File: src/rtl/mips_multicycle_ctrl.sv
// Multi-cycle MIPS control sequencer: fetch/decode/execute/memory/writeback with memory wait timeout.
// Optional illegal-opcode trap state is enabled by defining ILLEGAL_OP_TRAP_EN.
module mips_multicycle_ctrl #(
   parameter int unsigned MEM_TIMEOUT = 16,
   parameter int unsigned CNT_W       = 5
) (
   input  logic       clk,
   input  logic       rst,
   input  logic [5:0] op_code,
   input  logic [5:0] funct,
   input  logic       mem_ready,
   output logic       pc_write,
   output logic       pc_write_cond,
   output logic       i_or_d,
   output logic       mem_read,
   output logic       mem_write,
   output logic       ir_write,
   output logic [1:0] mem_to_reg,
   output logic [1:0] reg_dst,
   output logic       reg_write,
   output logic       alu_src_a,
   output logic [1:0] alu_src_b,
   output logic [1:0] alu_op,
   output logic [1:0] pc_source,
   output logic [3:0] state,
   output logic       instr_done,
   output logic       mem_timeout,
   output logic       illegal_op
);

   localparam logic [3:0] S_FETCH    = 4'd0;
   localparam logic [3:0] S_DECODE   = 4'd1;
   localparam logic [3:0] S_MEM_ADDR = 4'd2;
   localparam logic [3:0] S_MEM_RD   = 4'd3;
   localparam logic [3:0] S_MEM_WB   = 4'd4;
   localparam logic [3:0] S_MEM_WR   = 4'd5;
   localparam logic [3:0] S_EXEC     = 4'd6;
   localparam logic [3:0] S_ALU_WB   = 4'd7;
   localparam logic [3:0] S_IMM_EXEC = 4'd8;
   localparam logic [3:0] S_IMM_WB   = 4'd9;
   localparam logic [3:0] S_BRANCH   = 4'd10;
   localparam logic [3:0] S_JAL      = 4'd11;
   localparam logic [3:0] S_JR       = 4'd12;
   localparam logic [3:0] S_TRAP     = 4'd13;

   localparam logic [5:0] OP_RTYPE = 6'b000000;
   localparam logic [5:0] OP_LW    = 6'b100011;
   localparam logic [5:0] OP_SW    = 6'b101011;
   localparam logic [5:0] OP_ADDI  = 6'b001000;
   localparam logic [5:0] OP_ANDI  = 6'b001100;
   localparam logic [5:0] OP_BEQ   = 6'b000100;
   localparam logic [5:0] OP_JAL   = 6'b000011;
   localparam logic [5:0] FN_JR    = 6'b001000;

   localparam logic [CNT_W-1:0] TO_LAST = CNT_W'(MEM_TIMEOUT - 1);

   logic [3:0]       state_q, state_d;
   logic [CNT_W-1:0] cnt_q, cnt_d;
   logic             imm_and_q, imm_and_d;
   logic             wait_st;
   logic             timeout;

   assign state   = state_q;
   assign wait_st = (state_q == S_FETCH) || (state_q == S_MEM_RD) || (state_q == S_MEM_WR);
   // Completion wins over expiry: a timeout needs mem_ready low on the last allowed cycle.
   assign timeout = (MEM_TIMEOUT != 0) && wait_st && !mem_ready && (cnt_q == TO_LAST);
   assign mem_timeout = timeout;

`ifdef ILLEGAL_OP_TRAP_EN
   assign illegal_op = (state_q == S_TRAP);
`else
   assign illegal_op = 1'b0;
`endif

   // Counter is zero outside the wait states, so entry into a wait state starts it at zero.
   always_comb begin
      cnt_d = '0;
      if (wait_st && !mem_ready && !timeout) begin
         cnt_d = (cnt_q == '1) ? cnt_q : cnt_q + CNT_W'(1);
      end
   end

   always_comb begin
      state_d       = state_q;
      imm_and_d     = imm_and_q;
      pc_write      = 1'b0;
      pc_write_cond = 1'b0;
      i_or_d        = 1'b0;
      mem_read      = 1'b0;
      mem_write     = 1'b0;
      ir_write      = 1'b0;
      mem_to_reg    = 2'b00;
      reg_dst       = 2'b00;
      reg_write     = 1'b0;
      alu_src_a     = 1'b0;
      alu_src_b     = 2'b00;
      alu_op        = 2'b00;
      pc_source     = 2'b00;
      instr_done    = 1'b0;

      case (state_q)
         S_FETCH: begin
            mem_read  = 1'b1;
            alu_src_b = 2'b01;
            ir_write  = mem_ready;
            pc_write  = mem_ready;
            if (mem_ready) state_d = S_DECODE;
            else if (timeout) state_d = S_FETCH;
         end
         S_DECODE: begin
            alu_src_b = 2'b11;
            imm_and_d = (op_code == OP_ANDI);
            case (op_code)
               OP_LW, OP_SW:     state_d = S_MEM_ADDR;
               OP_RTYPE:         state_d = (funct == FN_JR) ? S_JR : S_EXEC;
               OP_ADDI, OP_ANDI: state_d = S_IMM_EXEC;
               OP_BEQ:           state_d = S_BRANCH;
               OP_JAL:           state_d = S_JAL;
               default: begin
`ifdef ILLEGAL_OP_TRAP_EN
                  state_d = S_TRAP;
`else
                  state_d    = S_FETCH;
                  instr_done = 1'b1;
`endif
               end
            endcase
         end
         S_MEM_ADDR: begin
            alu_src_a = 1'b1;
            alu_src_b = 2'b10;
            state_d   = (op_code == OP_LW) ? S_MEM_RD : S_MEM_WR;
         end
         S_MEM_RD: begin
            mem_read = 1'b1;
            i_or_d   = 1'b1;
            if (mem_ready) state_d = S_MEM_WB;
            else if (timeout) state_d = S_FETCH;
         end
         S_MEM_WB: begin
            reg_write  = 1'b1;
            mem_to_reg = 2'b01;
            instr_done = 1'b1;
            state_d    = S_FETCH;
         end
         S_MEM_WR: begin
            mem_write  = 1'b1;
            i_or_d     = 1'b1;
            instr_done = mem_ready;
            if (mem_ready || timeout) state_d = S_FETCH;
         end
         S_EXEC: begin
            alu_src_a = 1'b1;
            alu_op    = 2'b10;
            state_d   = S_ALU_WB;
         end
         S_ALU_WB: begin
            reg_write  = 1'b1;
            reg_dst    = 2'b01;
            instr_done = 1'b1;
            state_d    = S_FETCH;
         end
         S_IMM_EXEC: begin
            alu_src_a = 1'b1;
            alu_src_b = 2'b10;
            alu_op    = imm_and_q ? 2'b11 : 2'b00;
            state_d   = S_IMM_WB;
         end
         S_IMM_WB: begin
            reg_write  = 1'b1;
            instr_done = 1'b1;
            state_d    = S_FETCH;
         end
         S_BRANCH: begin
            alu_src_a     = 1'b1;
            alu_op        = 2'b01;
            pc_write_cond = 1'b1;
            pc_source     = 2'b01;
            instr_done    = 1'b1;
            state_d       = S_FETCH;
         end
         S_JAL: begin
            pc_write   = 1'b1;
            pc_source  = 2'b10;
            reg_write  = 1'b1;
            reg_dst    = 2'b10;
            mem_to_reg = 2'b10;
            instr_done = 1'b1;
            state_d    = S_FETCH;
         end
         S_JR: begin
            pc_write   = 1'b1;
            pc_source  = 2'b11;
            instr_done = 1'b1;
            state_d    = S_FETCH;
         end
         S_TRAP: begin
`ifdef ILLEGAL_OP_TRAP_EN
            state_d = S_TRAP;
`else
            state_d = S_FETCH;
`endif
         end
         default: state_d = S_FETCH;
      endcase
   end

   always_ff @(posedge clk) begin
      if (rst) begin
         state_q   <= S_FETCH;
         cnt_q     <= '0;
         imm_and_q <= 1'b0;
      end else begin
         state_q   <= state_d;
         cnt_q     <= cnt_d;
         imm_and_q <= imm_and_d;
      end
   end

endmodule

File: config.mk
export PLATFORM = sky130hd
export DESIGN_NAME = mips_multicycle_ctrl
export DESIGN_NICKNAME = d
export VERILOG_FILES = /design/src/rtl/mips_multicycle_ctrl.sv
export SDC_FILE = /design/constraint.sdc
export NUM_CORES = 1
export LEC_CHECK = 0
export CAP_MARGIN = 15
export CORE_MARGIN = 2
export CORE_UTILIZATION = 46
export DETAILED_ROUTE_END_ITERATION = 16
export GPL_TIMING_DRIVEN = 0
export PLACE_DENSITY = 0.85
export SKIP_LAST_GASP = 1
export SLEW_MARGIN = 20
export SYNTH_ARGS = -nofsm -noshare
export SYNTH_HDL_FRONTEND = slang
export SYNTH_SLANG_ARGS = --single-unit
export TNS_END_PERCENT = 20
File: constraint.sdc
create_clock -name clk -period 2.95 [get_ports clk]
set_input_delay 0.59 -clock clk [delete_from_list [all_inputs] [get_ports clk]]
set_output_delay 0.59 -clock clk [all_outputs]
set_load 0.05 [all_outputs]
==> results of run 1 <==
[registers in the layout, indices dropped and copies added (netlist names)]
name       cells
imm_and_q      1
cnt_q          5
state          4
[routing by layer]
metal  part of all wire  vias to the layer above  track usage
li1                   -                      564            -
met1               0.38                      523        0.269
met2               0.50                       66        0.444
met3              0.096                        6       0.0576
met4              0.020                        0       0.0602
met5                  0                        -            0
[worst max-delay path by stage]
| stage | slack (ps) | end | from |
|---|---|---|---|
| final | -80 | instr_done | op_code[0] |
| after global routing | -150 | instr_done | op_code[5] |
| after CTS | -100 | reg_dst[0] | state[2] |
| after detailed placement | -370 | instr_done | op_code[0] |
| after global placement | -350 | instr_done | op_code[0] |
| after floorplan | 20 | alu_op[0] | state[3] |
[layout make-up]
class                      instances  area, um2  share of cell area
clock buffer                       4       36.3              0.0255
timing repair buffer              38        385               0.271
tap                               27       33.8              0.0237
buffer                            11       60.1              0.0422
sequential                        10        200               0.141
multi-input combinational        110        704               0.495
inverter                           1       3.75             0.00264
[cells in the mapped netlist (2+ instances only)]
cell type and instances:
nor2b_1 5, nand2_1 8, xor2_1 4, dfxtp_1 10, a21o_1 3, clkbuf_1 2, nor2_1 25, a31oi_1 3
a211oi_1 2, ha_1 3, buf_2 6, nor3_1 7, nand2b_1 5, nor4b_1 3, o31ai_1 2, and3_1 3
o21ai_1 3, o21a_1 2, a32oi_1 2, nand3_1 3, a21oi_1 6, buf_4 3
[power groups by stage]
stage               logic, mW  clock network, mW  registers (mW)
finish                  0.115              0.121           0.141
global route            0.123              0.132           0.142
CTS                     0.115              0.123           0.141
detailed placement      0.115                  0           0.144
global placement        0.113                  0           0.144
floorplan              0.0652                  0           0.148
[timing repair]
action | in CTS | in global routing
setup endpoints to repair | 6 | 17
resized for setup | 2 | 3
hold buffers | 0 | 0
[kinds of logic (layout without fill, tap and decap cells)]
group,after synthesis,count (layout),share of synthesized area
compound gates,32,32,0.235
xor+xnor,5,5,0.0455
fa+ha+maj,3,3,0.0390
buf+inv,12,54,0.0662
flops,10,10,0.208
mux,1,1,0.0104
other cells,1,1,0.00389
simple gates,68,68,0.392
[metrics by stage]
step / hold WS (ps) / area [um2]
after floorplan: 472 / 968
after global placement: 485 / 1380
after detailed placement: 498 / 1380
after CTS: 513 / 1420
after global routing: 532 / 1420
final: 509 / 1420
[worst max-delay path: stages]
cell and delay [ps]:
clkdlybuf4s50_1 430, or4_4 580, o31a_1 140, o311a_1 280
dlygate4sd2_1 420
==> impl_metrics.yaml, run 1 <==
timing:
  clock.fmax_mhz: 330
  fin_ws_ps: -82.5
  finalSetupViolations: 3
  tns_ps: -125
  rsz0062_at_grt: "true"
  period_needed_ps: 3030
  period_share: 1.03
  slew_headroom: 0.655
  final-hold-violation-count: 0
  worstMarginPinSlew_ps: 516
  final-max-slew-violation-count: 0
  skew_ps: 3.61
finish:
  fillers: 175
  syn2layout_area_growth_pct: 47.8
  fin_util: 0.726
  stdcell_count: 201
  final_cell_mix: "clkdlybuf4s50_1 (33), nor2_1 (25), dfxtp_1 (10)"
  layout_commonest_cell: "clkdlybuf4s50_1"
  drive_gt1_frac: 0.109
  num-nets-final: 193
  insertedDiodeCount: 0
min_path:
  hold_path_end: "cnt_q[3]"
  hp-class: "flop to flop"
  holdCritStartpoint: "cnt_q[3]"
  holdPathStages: 2
setup_path:
  r2r_cells: 7
  worstPathArrival_ps: 2440
  cp_max_fo: 3
  crit_type: "input port to primary output"
  start_kind: "input port"
  ff2ff_setup_slack_ps: 1140
  end_kind: "primary output"
  rr_startpoint: "cnt_q[0]"
  required_ps: 2360
  reg2reg_to: "state[2]"
pwr:
  comb_power_share: 0.305
  power_frac_clock: 0.321
  power_density_nw_per_um2: 266
  report.power.total_mw: 0.378
  p_leak_nw: 0.604
  pwr-share-seq: 0.373
  peakVddDrop_mv: 0.396
  swShare: 0.309
  internal_power_mw: 0.261
  p_sw_mw: 0.117
routing:
  post-route-drc-count: 0
  first_pass_iters: 4
  wl_per_cell_um: 13.5
  drt_iter0_drc: 36
  vias: 1159
  postRouteAntennaNets: 0
  via_per_inst: 5.77
  wl_um: 2710
yosys:
  yosysTopAreaCell: "dfxtp_1"
  avgSynthCellArea_um2: 7.30
  synth-seq-cells: 10
  syn_nets: 150
  synth-edff-count: 0
  ys.flop_type: "dfxtp_1"
  synth-async-reset-ratio: 0
  synth_top_area_frac: 0.208
  netlist_instances: 132
  synth_area_leaders: "dfxtp_1 (21%), nor2_1 (9.7%), ha_1 (3.9%), nor3_1 (3.6%), xor2_1 (3.6%)"
  yosys_warnings: 0
  ys_seq_area_frac: 0.208
  synth_area_um2: 963
  synth_cell_types: 44
clocking:
  numClockSinks: 10
  clockBufferDepth: 2
  cts-buffers-inserted: 3
  clock_latency_ps: 260
  root_buffer: "clkbuf_4"
  cts_tree: "yes"
  htreeDepth: 1
  postCtsSetupRepairBufs: 0
  clk_pin_slew_ps: 70
run:
  cap_violations: 0
die:
  die_w_um: 49.8
  die-area_um2: 2480
  io_pins: 40
  core_area_um2: 1960
  start_util: 0.491
  rows: 16
  dieHeight_um: 49.8
run_status:
  violations: "negative setup slack"
  status: "complete, but fails checks"
global_route:
  grt_max_degree: 11
  grt_pass1_wl_um: 4710
  grt_use_total: 0.239
  grt_pass1_vias: 1077
  overflow: 0
  grt_antenna_before_repair: 0
placement:
  dpl.hpwl_um: 2210
  port_buffers: 38
  gp_congestion: 0.897
  dp_cells: 197
  pre_cts_ws_ps: -371
No activity file was read; power rests on OpenSTA's default activity.
==> inputs of run 2 (changes only) <==
- CAP_MARGIN: 15 -> not set
==> results of run 2 <==
Final layout, timing and power as in run 1 (identical DEF).
==> inputs of run 3 (changes only) <==
- CORE_UTILIZATION: 46 -> 35
- PLACE_DENSITY: 0.85 -> 0.68
==> run 3 against run 2 <==
  * Critical path depth is 1 higher
  * Non-clock buffer count stayed put
  * Clock skew is 3.5 ps lower
  * First-iteration DRC count is 78% lower
  * Total power is 9.1% lower
  * Utilization is 20 points lower
  * Worst hold slack better by 1.8 ps
  * Cell count is 1.5% higher
  * Clock-buffer cell count is 1 lower
  * The flow now finishes without violations
  * Via count is 6.6% lower
  * Die area is 29% higher
==> impl_metrics.yaml, run 3 (synthesized netlist as in run 1, its figures left out) <==
timing:
  rsz0062_at_grt: "true"
  period_needed_ps: 2950
  finalSetupViolations: 0
  worstMarginPinSlew_ps: 508
  final-hold-violation-count: 0
  skew_ps: 0.133
  tns_ps: 0
  final-max-slew-violation-count: 0
  clock.fmax_mhz: 339
  slew_headroom: 0.661
  period_share: 1.00
setup_path:
  rr_startpoint: "cnt_q[0]"
  required_ps: 2360
  worstPathArrival_ps: 2360
  ff2ff_setup_slack_ps: 1130
  slowest_delay_ps: 780
  crit_type: "flop to primary output"
  end_kind: "primary output"
  path_cells: "buf_2, buf_2, nand2_1, nor2_1, buf_4, clkdlybuf4s50_1"
  r2r_cells: 7
  reg2reg_to: "state[0]"
  start_kind: "flop"
  startpoint: "state[3]"
  worst_path_max_delay_cell: "clkdlybuf4s50_1"
  cp_max_fo: 10
  cp_common_cell: "buf_2"
clocking:
  cts-buffers-inserted: 3
  root_buffer: "clkbuf_4"
  htreeDepth: 1
  clockBufferDepth: 2
  cts_tree: "yes"
  numClockSinks: 10
  clock_latency_ps: 260
  clk_pin_slew_ps: 60
min_path:
  holdCritStartpoint: "cnt_q[3]"
  hp-class: "flop to flop"
  holdPathStages: 2
  hold_path_end: "cnt_q[3]"
global_route:
  overflow: 0
  grt_max_degree: 11
  grt_pass1_vias: 1046
  grt_use_total: 0.169
  grt_antenna_before_repair: 0
  grt_pass1_wl_um: 4420
finish:
  layout_commonest_cell: "clkdlybuf4s50_1"
  largest_reg_flops: 5
  fillers: 275
  syn2layout_area_growth_pct: 46.2
  stdcell_area_um2: 1410
  drive_gt1_frac: 0.110
  top_register: "cnt_q"
  insertedDiodeCount: 0
  final_cell_mix: "clkdlybuf4s50_1 (34), nor2_1 (25), dfxtp_1 (10)"
  num-nets-final: 193
  stdcell_count: 204
routing:
  drt_iter0_drc: 8
  post-route-drc-count: 0
  vias: 1082
  wl_um: 2580
  via_per_inst: 5.30
  wl_per_cell_um: 12.6
  postRouteAntennaNets: 0
  first_pass_iters: 4
placement:
  post_dp_cell_area_um2: 1390
  dp_cells: 201
  gp_congestion: 0.817
  port_buffers: 38
  dpl.hpwl_um: 2130
pwr:
  power_density_nw_per_um2: 244
  p_leak_nw: 0.576
  report.power.total_mw: 0.344
  peakVddDrop_mv: 0.202
die:
  die-area_um2: 3190
  core_area_um2: 2690
  die_w_um: 56.5
  dieHeight_um: 56.5
  io_pins: 40
  start_util: 0.359
  rows: 19
run:
  cap_violations: 0
run_status:
  status: "finished, final reports clean"
==> run 3: changes by cell type in the layout (fill, tap and decap cells not counted) <==
cell,delta
clkbuf_2,+1
dlymetal6s2s_1,-1
dlygate4sd2_1,-1
clkdlybuf4s50_1,+1
clkbuf_8,-1
==> run 3: through the flow <==
stage | hold slack (ps) | setup WS, ps | utilization
finish | 511 | 0.851 | 0.524
global route | 557 | -109 | 0.524
global placement | 493 | -364 | 0.517
floorplan | 472 | 16.0 | -
CTS | 516 | -123 | 0.524
detailed placement | 499 | -374 | 0.517
==> run 3: cell type report <==
class,count,area (um2),share of cell area
multi-input cells,110,704,0.500
repair buffers,38,379,0.269
flip-flops and latches,10,200,0.142
plain buffers,11,60.1,0.0426
well taps,31,38.8,0.0275
clock buffers,3,22.5,0.0160
inverters,1,3.75,0.00266
==> run 3: worst max-delay path by stage <==
stage | to | slack [ps] | depth (start not counted)
5_1_grt | reg_dst[1] | -110 | 6
2_1_floorplan | alu_op[0] | 20 | 4
3_3_place_gp | instr_done | -360 | 5
3_5_place_dp | instr_done | -370 | 5
4_1_cts | reg_write | -120 | 6
6_report | reg_dst[1] | 0.9 | 6
==> run 3: repair_timing <==
action                                  in CTS  in global routing
pin swaps                                    0                  0
resized for setup                            2                  4
endpoints found under the setup margin       5                 17
buffers inserted                             0                  0
hold buffers                                 0                  0
==> run 3: report_power, final <==
part	internal, mW	leakage (nW)	switching [mW]
registers	0.138	0.0810	0.00318
clock network	0.0468	0.0138	0.0410
logic	0.0485	0.481	0.0665
total	0.233	0.576	0.111
==> run 3: worst max-delay path: cells and delay by family, from the launching register on <==
family | cells | cell delay, ps
and+or+nand+nor | 2 | 220
buffers and inverters | 4 | 1410
DFF | 1 | 470
==> run 3: routing by layer <==
layer  up-vias  track usage  wire length (um)  share of wire
li1        555            -                 -              -
met1       496        0.187              1060           0.41
met2        26        0.324              1380           0.53
met3         5       0.0161               103          0.040
met4         0       0.0680                35          0.014
met5         -            0                 0              0
